[src/rtl/seq_alu.sv]
// seq_alu: execute-stage ALU driven directly by the ALU decoder's alu_control.
// ADD/SUB/AND/OR/XOR/SLT/SLTU complete in one cycle. SLL/SRL/SRA run on an
// iterative shifter that moves up to SHIFT_STEP bit positions per cycle.
// Valid/ready handshakes on both sides. A single registered slot holds each
// result until the consumer takes it.
//
// Ports:
//   clk_i, rst_ni          clock (rising edge), asynchronous active-low reset
//   valid_i / ready_o      operation handshake (alu_control_i, src_a_i, src_b_i)
//   alu_control_i          4-bit operation code
//   src_a_i, src_b_i       operands; src_b_i low bits give the shift amount
//   flush_i                abort the in-flight shift and drop the held result
//   valid_o / ready_i      result handshake (result_o, zero_o)
//   result_o, zero_o       registered result and (result_o == 0)
//   busy_o                 high while the iterative shifter is running
module seq_alu #(
    parameter int unsigned DATA_WIDTH = 32,
    parameter int unsigned SHIFT_STEP = 1
) (
    input  logic                  clk_i,
    input  logic                  rst_ni,
    input  logic                  valid_i,
    output logic                  ready_o,
    input  logic [3:0]            alu_control_i,
    input  logic [DATA_WIDTH-1:0] src_a_i,
    input  logic [DATA_WIDTH-1:0] src_b_i,
    input  logic                  flush_i,
    output logic                  valid_o,
    input  logic                  ready_i,
    output logic [DATA_WIDTH-1:0] result_o,
    output logic                  zero_o,
    output logic                  busy_o
);

    localparam int unsigned SW = $clog2(DATA_WIDTH);
    // One extra bit so a step of DATA_WIDTH is representable.
    localparam logic [SW:0] STEP_MAX = (SW + 1)'(SHIFT_STEP);

    typedef enum logic [3:0] {
        OP_ADD  = 4'b0000,
        OP_SUB  = 4'b0001,
        OP_AND  = 4'b0010,
        OP_OR   = 4'b0011,
        OP_SLL  = 4'b0100,
        OP_SLT  = 4'b0101,
        OP_SRL  = 4'b0110,
        OP_SRA  = 4'b0111,
        OP_SLTU = 4'b1000,
        OP_XOR  = 4'b1001
    } alu_op_t;

    typedef enum logic {
        IDLE,
        SHIFT
    } state_t;

    state_t                state_q, state_d;
    logic [3:0]            op_q, op_d;
    logic [DATA_WIDTH-1:0] work_q, work_d;
    logic [SW-1:0]         remaining_q, remaining_d;
    logic [DATA_WIDTH-1:0] result_d;
    logic                  valid_d;

    logic [SW-1:0]         shamt;
    logic                  is_shift;
    logic                  accept;
    logic [DATA_WIDTH-1:0] alu_res;
    logic [SW:0]           step;
    logic [DATA_WIDTH-1:0] shifted;

    assign shamt    = src_b_i[SW-1:0];
    assign is_shift = (alu_control_i == OP_SLL) || (alu_control_i == OP_SRL) ||
                      (alu_control_i == OP_SRA);
    assign ready_o  = (state_q == IDLE) && (!valid_o || ready_i) && !flush_i;
    assign accept   = valid_i && ready_o;
    assign busy_o   = (state_q == SHIFT);

    // Single-cycle results. Shift codes only reach this path with shamt == 0.
    always_comb begin
        alu_res = '0;
        case (alu_control_i)
            OP_ADD:  alu_res = src_a_i + src_b_i;
            OP_SUB:  alu_res = src_a_i - src_b_i;
            OP_AND:  alu_res = src_a_i & src_b_i;
            OP_OR:   alu_res = src_a_i | src_b_i;
            OP_XOR:  alu_res = src_a_i ^ src_b_i;
            OP_SLT:  alu_res = {{(DATA_WIDTH-1){1'b0}}, ($signed(src_a_i) < $signed(src_b_i))};
            OP_SLTU: alu_res = {{(DATA_WIDTH-1){1'b0}}, (src_a_i < src_b_i)};
            OP_SLL, OP_SRL, OP_SRA: alu_res = src_a_i;
            default: alu_res = '0;
        endcase
    end

    // Iterative shifter step. SRA keeps the MSB of the working register,
    // which is always the original operand's sign bit.
    always_comb begin
        step = ({1'b0, remaining_q} < STEP_MAX) ? {1'b0, remaining_q} : STEP_MAX;
        case (op_q)
            OP_SLL:  shifted = work_q << step;
            OP_SRL:  shifted = work_q >> step;
            default: shifted = DATA_WIDTH'($signed(work_q) >>> step);
        endcase
    end

    always_comb begin
        state_d     = state_q;
        op_d        = op_q;
        work_d      = work_q;
        remaining_d = remaining_q;
        result_d    = result_o;
        valid_d     = valid_o && !ready_i;
        if (flush_i) begin
            state_d     = IDLE;
            valid_d     = 1'b0;
            remaining_d = '0;
        end else begin
            case (state_q)
                IDLE: begin
                    if (accept) begin
                        if (is_shift && (shamt != '0)) begin
                            state_d     = SHIFT;
                            op_d        = alu_control_i;
                            work_d      = src_a_i;
                            remaining_d = shamt;
                        end else begin
                            result_d = alu_res;
                            valid_d  = 1'b1;
                        end
                    end
                end
                SHIFT: begin
                    work_d      = shifted;
                    remaining_d = remaining_q - step[SW-1:0];
                    if ({1'b0, remaining_q} == step) begin
                        result_d = shifted;
                        valid_d  = 1'b1;
                        state_d  = IDLE;
                    end
                end
                default: state_d = IDLE;
            endcase
        end
    end

    always_ff @(posedge clk_i or negedge rst_ni) begin
        if (!rst_ni) begin
            state_q     <= IDLE;
            op_q        <= '0;
            work_q      <= '0;
            remaining_q <= '0;
            result_o    <= '0;
            zero_o      <= 1'b1;
            valid_o     <= 1'b0;
        end else begin
            state_q     <= state_d;
            op_q        <= op_d;
            work_q      <= work_d;
            remaining_q <= remaining_d;
            result_o    <= result_d;
            zero_o      <= (result_d == '0);
            valid_o     <= valid_d;
        end
    end

endmodule

[config.mk]
export PLATFORM = sky130hd
export DESIGN_NAME = seq_alu
export DESIGN_NICKNAME = d
export VERILOG_FILES = /design/src/rtl/seq_alu.sv
export SDC_FILE = /design/constraint.sdc
export NUM_CORES = 1
export LEC_CHECK = 0
export ABC_AREA = 1
export CAP_MARGIN = 10
export CORE_AREA = 4 4 221 223
export DETAILED_ROUTE_END_ITERATION = 10
export DIE_AREA = 0 0 225 227
export GPL_TIMING_DRIVEN = 0
export SYNTH_ARGS = -nofsm -noshare
export SYNTH_HDL_FRONTEND = slang
export SYNTH_SLANG_ARGS = --single-unit
[constraint.sdc]
create_clock -name clk_i -period 2.5 [get_ports clk_i]
set_clock_uncertainty 0.05 [all_clocks]
set_input_delay 0.25 -clock clk_i [delete_from_list [all_inputs] [get_ports clk_i]]
set_output_delay 0.25 -clock clk_i [all_outputs]
set_load 0.005 [all_outputs]
### Yosys cells after proc, flatten, opt, wreduce, memory -nomap -nowiden

Index checks and enable logic that the tools add are counted.

| word-level totals | value |
|---|---|
| register bits after elaboration | 76 |
| bits of input ports | 73 |

| operators by class | value |
|---|---|
| add/sub/neg operators | 3 |
| magnitude comparators | 3 |
| equal/unequal tests | 16 |
| shift-type cells | 3 |
| mux-type cells | 25 |
| bitwise operators | 5 |
| reductions and logical operators | 18 |

Operators with widths:

| operator | count |
|---|---|
| $pmux 32 s8 | 1 |
| $mux 32 | 6 |
| $pmux 32 s2 | 3 |
| $lt 32x32->1 | 2 |
| $add 32x32->32 | 1 |
| $and 32x32->32 | 1 |
| $logic_not 32->1 | 1 |
| $or 32x32->32 | 1 |
| $shl 32x5->32 | 1 |
| $shr 32x5->32 | 1 |
| $sshr 32x5->32 | 1 |
| $sub 32x32->32 | 1 |
| $xor 32x32->32 | 1 |
| $eq 4x3->1 const B | 6 |
| $mux 5 | 4 |
| $pmux 5 s2 | 1 |
| $eq 4x2->1 const B | 2 |
| $eq 4x4->1 const B | 2 |
| $mux 1 | 8 |
| $eq 5x5->1 | 1 |
| $logic_and 1x1->1 | 5 |
| $lt 5x1->1 const B | 1 |
| $reduce_bool 5->1 | 1 |
| $sub 5x5->5 | 1 |
| 14 further kinds | 20 |

### Longest topological paths before layout

Gate-level depths: netlist (run 1).

| logic depth | value |
|---|---|
| depth after elaboration | 9 |
| mapped depth | 25 |
| gate-level depth less buffers | 24 |

### Worst setup path before layout (run 1)

OpenSTA, ideal clock, no wires.

| timing path | value |
|---|---|
| kind | input to register |
| from | in src_a_i[0] |
| to | reg zero_o |
| setup time | 0.067 ns |
| arrival time | 2.171 ns |
| slack | 0.212 ns |
| stages on the path | 22 |
| path buffers | 0 |
| cells stage by stage | ha_1 inv_1 fa_1 inv_1 nand3_1 nand3_1 nand3_1 nand2_1 nand2_1 nand2_1 nand2_1 nand3_1 nand3_1 nand2_1 nand2_1 nand2_1 nand2_1 nor2_1 nand2_1 nor2_1 nand2_1 nor2_1 |

| between the ends | value |
|---|---|
| cells in the longest elaborated chain, start to end | 7 |

RTL lines:

| what | line | text |
|---|---|---|
| start, declared | 25 | `input logic [DATA_WIDTH-1:0] src_a_i,` |
| $sub 32x32->32 or $add 32x32->32 (tied branches) | 83, 82 |  |
| $pmux 32 s8 * | 81 | `case (alu_control_i)` |
| $mux 32 * | 120 | `if (is_shift && (shamt != '0)) begin` |
| $mux 32 * | 119 | `if (accept) begin` |
| $pmux 32 s2 * | 117 | `case (state_q)` |
| $mux 32 * | 112 | `if (flush_i) begin` |
| named net result_d[16] | 61 | `logic [DATA_WIDTH-1:0] result_d;` |
| $logic_not 32->1 * | 160 | `zero_o <= (result_d == '0);` |
| end signal, assigned | 160 |  |
| end, declared | 31 | `output logic zero_o,` |

Mark *: on every way through the listed nets, which the timed path passes. The rest lies on a longest branch.
A chain may end at the register's enable or synchronous reset.

### Worst setup path in the final report (run 1)

Ends and elaborated chain as after synthesis.

==> impl_metrics.toml, run 1 <==
[synth]
synthAdderAreaFrac = 0.127
yosys.area_share.simple = 0.353
yosysWarnings = 0
synth_xor_area_frac = 0.000755
synth_top_area_cell = "nand2_1"
ys_types = 49
async_reset_ff_frac = 1.00
syn-num-nets = 2224
synth-seq-cells = 76
ys_seq_area_frac = 0.164
syn_area_per_cell_um2 = 5.70
synth_edf_count = 0
yosys-top-cells-area = "nand2_1 (20%), dfrtp_1 (16%), ha_1 (12%), inv_1 (12%), o21ai_0 (6.4%)"
synth_flop_cell = "dfrtp_1"
synth_top_area_share = 0.196
syn_inst = 2034
synth_top_family_by_area = "simple AND/OR/NAND/NOR gates"
muxShareOfSynthArea = 0
synth_area_um2 = 11600
synth-compound-area-share = 0.197

[placement]
port_buffers = 107
dpl_worst_slack_ns = -1.70
place.detailed.hpwl_mm = 46.7
placed_area_um2 = 13500
gp_congestion = 1.01

[worst_setup_path]
worstSetupPathType = "in -> reg"
worstPathArrival_ns = 2.76
cp_max_fo = 4
cp_data_required_time_ns = 2.74
critPathCaptureType = "register"
start_kind = "input pin"

[die]
core_um2 = 46600
rows = 79
dieArea_um2 = 51100
initial_utilization = 0.249
io_pins = 109
dieHeight_um = 227
die_width_um = 225

[route]
wl_mm = 60.3
drtPass1Iterations = 5
drtAntennaViolNets = 0
viasPerCell = 5.18
via_count = 14891
wl_per_cell_um = 21.0
remaining_drc_errors = 0
drtIter0Drc = 1242

[pwr]
p_per_area_nw_per_um2 = 482
p_leak_nw = 8.47
ir_drop_mv = 0.379

[clock_tree]
clkSlewWorstSetupHoldPaths_ns = 0.07
htreeDepth = 3
clk_path_buf_depth = 2
cts_root_buffer = "clkbuf_16"
cts_buffers = 9
cts_tree = "yes"
clock_sinks = 76
insertion_delay_ns = 0.36

[sta]
grt_setup_unrepaired = "yes"
fin_crit_sh = 1.01
fin_tns_setup_ns = -0.0274
hold_viol_final = 0
setup_violations = 1
worst_slew_pin_slew_ns = 0.727
finalMaxSlewViolations = 0
finalCriticalPeriod_ns = 2.53
max_freq_ghz = 0.396
slew_headroom = 0.515
final.setup.worst_slack_ns = -0.0274

[grt]
grt_use_total = 0.223
grt_max_degree = 58
grt_pass1_wl_mm = 87.0
antenna_found_initial = 1
overflow = 0
grt_pass1_vias = 14242

[finish]
register_area_um2 = 1900
multi_input_area_um2 = 10100
finalNetCount = 2455
fin_area_um2 = 17000
antenna_cells = 0
final_layout_size_suffix_gt1_frac = 0.339
final_common_cell = "nand2_1"
syn2layout_area_growth_pct = 46.6
fillers = 4983
layout_common_cells = "nand2_1 (452), inv_1 (260), buf_4 (124), o21ai_0 (123), nand2_2 (121)"

[flow_run]
drv_cap = 0

[run_status]
status = "finished, violations left"
violations = "negative setup slack"

[hold_path]
hold_path.class = "in -> reg"
## area by class of cell
cell class,count,area share
Multi-Input combinational cell,1507,0.591
Clock inverter,5,0.00353
Tap cell,607,0.0447
Buffer,75,0.0383
Sequential cell,76,0.112
Timing Repair Buffer,224,0.108
Inverter,372,0.0876
Clock buffer,11,0.0149
## cell families (layout without fill, tap and decap cells)
kind of cell	after synthesis	in the layout
fa+ha+maj	117	117
buf+inv	451	687
simple gates	986	986
flops	76	76
compound gates	403	403
xor+xnor	1	1
## path summary, 6_finish.rpt
check | start | to | slack (ns) | depth (start not counted)
hold / removal | src_a_i[0] | work_q[0] | 0.16 | 3
setup / recovery | src_a_i[0] | zero_o | -0.03 | 20
hold reg to reg | op_q[2] | op_q[2] | 0.43 | 1
max in group asynchronous | rst_ni | result_o[9] | 1.48 | 3
setup reg to reg | remaining_q[2] | zero_o | 0.03 | 14
min in group asynchronous | rst_ni | work_q[29] | 0.29 | 2
## power by group
| group | switching (mW) | internal [mW] |
|---|---|---|
| combinational | 3.02 | 1.89 |
| clock | 0.579 | 0.829 |
| sequential | 0.286 | 1.60 |
| total | 3.88 | 4.31 |
## per-layer routing
metal	GRT usage	routed length (um)	part of all wire	vias up
met2	0.382	28400	0.47	642
met1	0.291	25300	0.42	7141
met4	0.0798	2600	0.043	2
met5	0	13	0.00022	-
li1	-	-	-	6975
met3	0.0245	3980	0.066	131
## registers in the layout (all words and copies together), names as in the netlist
signal and count:
busy_o 1, op_q 4, remaining_q 5, result_o 32, valid_o 1, work_q 32, zero_o 1
## cells in the mapped netlist, types with 8 or more instances
| cell | instances |
|---|---|
| inv_1 | 357 |
| nor3_1 | 12 |
| nand3_1 | 148 |
| buf_2 | 31 |
| a21oi_1 | 109 |
| inv_2 | 11 |
| nor2_1 | 166 |
| o21ai_0 | 149 |
| ha_1 | 115 |
| a31oi_1 | 8 |
| nand2_1 | 606 |
| buf_4 | 9 |
| o21bai_1 | 24 |
| dfrtp_1 | 75 |
| o211ai_1 | 13 |
| o22ai_1 | 70 |
| nand4_1 | 19 |
| clkbuf_1 | 27 |
| nor2_2 | 8 |
## metrics by stage
stage | power (mW) | util | std cells | hold slack [ns]
finish | 8.19 | 0.365 | 2877 | 0.156
global route | 8.69 | 0.365 | 2877 | 0.160
CTS | 7.71 | 0.338 | 2831 | 0.185
detailed placement | 5.63 | 0.289 | 2749 | 0.126
global placement | 5.61 | 0.288 | 2748 | 0.402
floorplan | 4.04 | - | 2034 | -0.0956
## critical path: stages
cell and delay (ns):
buf_6 0.10, inv_2 0.06, ha_4 0.16, fa_2 0.39
inv_2 0.09, nand2_2 0.07, nand3_4 0.09, nand2_2 0.08
nand2_4 0.09, buf_6 0.10, o21ai_1 0.07, a21oi_1 0.18
nand2_2 0.10, a21oi_2 0.15, o21ai_1 0.10, nor2_1 0.17
nand2_2 0.11, nor2_2 0.13, nand2_2 0.11, nor2_4 0.14
## timing repair
item,CTS,global route
endpoints found under the setup margin,70,19
hold endpoints to repair,18,0
buffers inserted,63,46
hold buffers,1,0
gates cloned,4,2
pin swaps,106,167
gates resized for setup,712,328
Power figures use the tool's default switching activity.
==> run 2, diff against run 1 <==
- clock period: 2.5 -> 3.07 ns (I/O delays scaled with it)
==> impl_metrics.toml, run 2 (synthesis gave the netlist of run 1 again) <==
[clock_tree]
clk_path_buf_depth = 2
insertion_delay_ns = 0.35
clkSlewWorstSetupHoldPaths_ns = 0.06
cts_buffers = 9
cts_root_buffer = "clkbuf_16"
htreeDepth = 3
cts_tree = "yes"
clock_sinks = 76

[route]
drtAntennaViolNets = 0
remaining_drc_errors = 0
via_count = 14165
drtIter0Drc = 1341
wl_mm = 57.2
viasPerCell = 5.09
drtPass1Iterations = 6
wl_per_cell_um = 20.6

[sta]
fin_tns_setup_ns = -0.0237
fin_crit_sh = 1.01
finalCriticalPeriod_ns = 3.09
slew_headroom = 0.509
finalMaxSlewViolations = 0
setup_violations = 1
worst_slew_pin_slew_ns = 0.737
grt_setup_unrepaired = "yes"
max_freq_ghz = 0.323
final.setup.worst_slack_ns = -0.0237
hold_viol_final = 0

[grt]
grt_pass1_wl_mm = 84.1
grt_max_degree = 58
antenna_found_initial = 2
grt_pass1_vias = 13556
grt_use_total = 0.215
overflow = 0

[placement]
placed_area_um2 = 13500
place.detailed.hpwl_mm = 46.7
dp.cells = 2749
port_buffers = 107
gp_congestion = 1.01

[die]
dieArea_um2 = 51100
core_um2 = 46600
io_pins = 109
dieHeight_um = 227
die_width_um = 225
initial_utilization = 0.249
rows = 79

[finish]
finalCoreUtilization = 0.316
fin_area_um2 = 14700
layout_common_cells = "nand2_1 (561), inv_1 (327), o21ai_0 (140), nand3_1 (126), nor2_1 (112)"
final_common_cell = "nand2_1"
fillers = 5175
antenna_cells = 0
syn2layout_area_growth_pct = 26.8
largest_registers = "result_o x32, work_q x32, remaining_q x5"
final_layout_size_suffix_gt1_frac = 0.153
final_cells = 2784
finalNetCount = 2362

[worst_setup_path]
worstPathArrival_ns = 3.33
cp_data_required_time_ns = 3.31
cp_max_fo = 10
start_kind = "input pin"
worstSetupPathType = "in -> reg"
critPathCaptureType = "register"

[pwr]
p_leak_nw = 7.61
p_per_area_nw_per_um2 = 408
ir_drop_mv = 0.296
finalPower_mw = 6.00

[hold_path]
hold_path.class = "in -> reg"

[run_status]
status = "finished, violations left"
violations = "negative setup slack"

[flow_run]
drv_cap = 0
## run 2: cell count changes in the layout (fill, tap and decap cells not counted), moves of 34 or more
cell     change
inv_1       +67
nand2_2     -69
nor2_4      -34
buf_4       -93
nand3_1     +36
nand2_1    +109
nand2_4     -39
inv_2       -45
## run 2: metal layers
metal	vias up	wire length [um]	track usage	part of all wire
met4	0	1940	0.0672	0.034
met2	598	27000	0.370	0.47
met3	109	3600	0.0183	0.063
met1	6685	24700	0.288	0.43
li1	6773	-	-	-
met5	-	0	0	0
## run 2: cell type report
class,count,area (um2),area share
Buffer,77,489,0.0333
Clock buffer,11,253,0.0172
Clock inverter,5,60.1,0.00408
Inverter,372,1420,0.0964
Multi-Input combinational cell,1507,8590,0.584
Sequential cell,76,1900,0.129
Tap cell,607,759,0.0516
Timing Repair Buffer,129,1240,0.0841
## run 2: power by group
| part | internal (mW) | total (mW) | switching, mW |
|---|---|---|---|
| Clock | 0.675 | 1.15 | 0.471 |
| Combinational | 1.18 | 3.32 | 2.14 |
| Sequential | 1.30 | 1.53 | 0.227 |
## run 2: repair_timing
action / CTS / global route
setup buffers: 4 / 15
hold endpoints to repair: 18 / 0
pin swaps: 6 / 20
hold buffers: 1 / 0
resized for setup: 149 / 184
cloned: 0 / 1
endpoints found under the setup margin: 13 / 2
## run 2: per-stage QoR
stage | worst slack [ns] | hold slack (ns)
after floorplan | 0.725 | -0.0386
after global placement | -1.35 | 0.402
after detailed placement | -1.19 | 0.183
after CTS | 0.00297 | 0.259
after global routing | -0.0886 | 0.269
final | -0.0237 | 0.270
## run 2: worst max-delay path, stage by stage
cell and delay, ns:
clkdlybuf4s50_1 0.61, inv_2 0.16, nor2_4 0.14, inv_2 0.06
nand2_2 0.12, buf_2 0.37, o22ai_1 0.13, nor2_1 0.29
nand3_1 0.22, a22oi_1 0.19, o21ai_1 0.11, nor2_1 0.12
nand2_1 0.09, nor2_1 0.13, nand2_2 0.12, nor2_4 0.14
## run 2: path summary, 6_finish.rpt
kind | start | endpoint | slack, ns | cells past startpoint
hold / removal | flush_i | result_o[8] | 0.27 | 3
max in group asynchronous | rst_ni | result_o[1] | 1.99 | 3
setup / recovery | alu_control_i[0] | zero_o | -0.02 | 16
hold reg to reg | op_q[2] | op_q[2] | 0.43 | 1
setup reg to reg | remaining_q[1] | zero_o | 0.08 | 13
min in group asynchronous | rst_ni | result_o[28] | 0.35 | 2
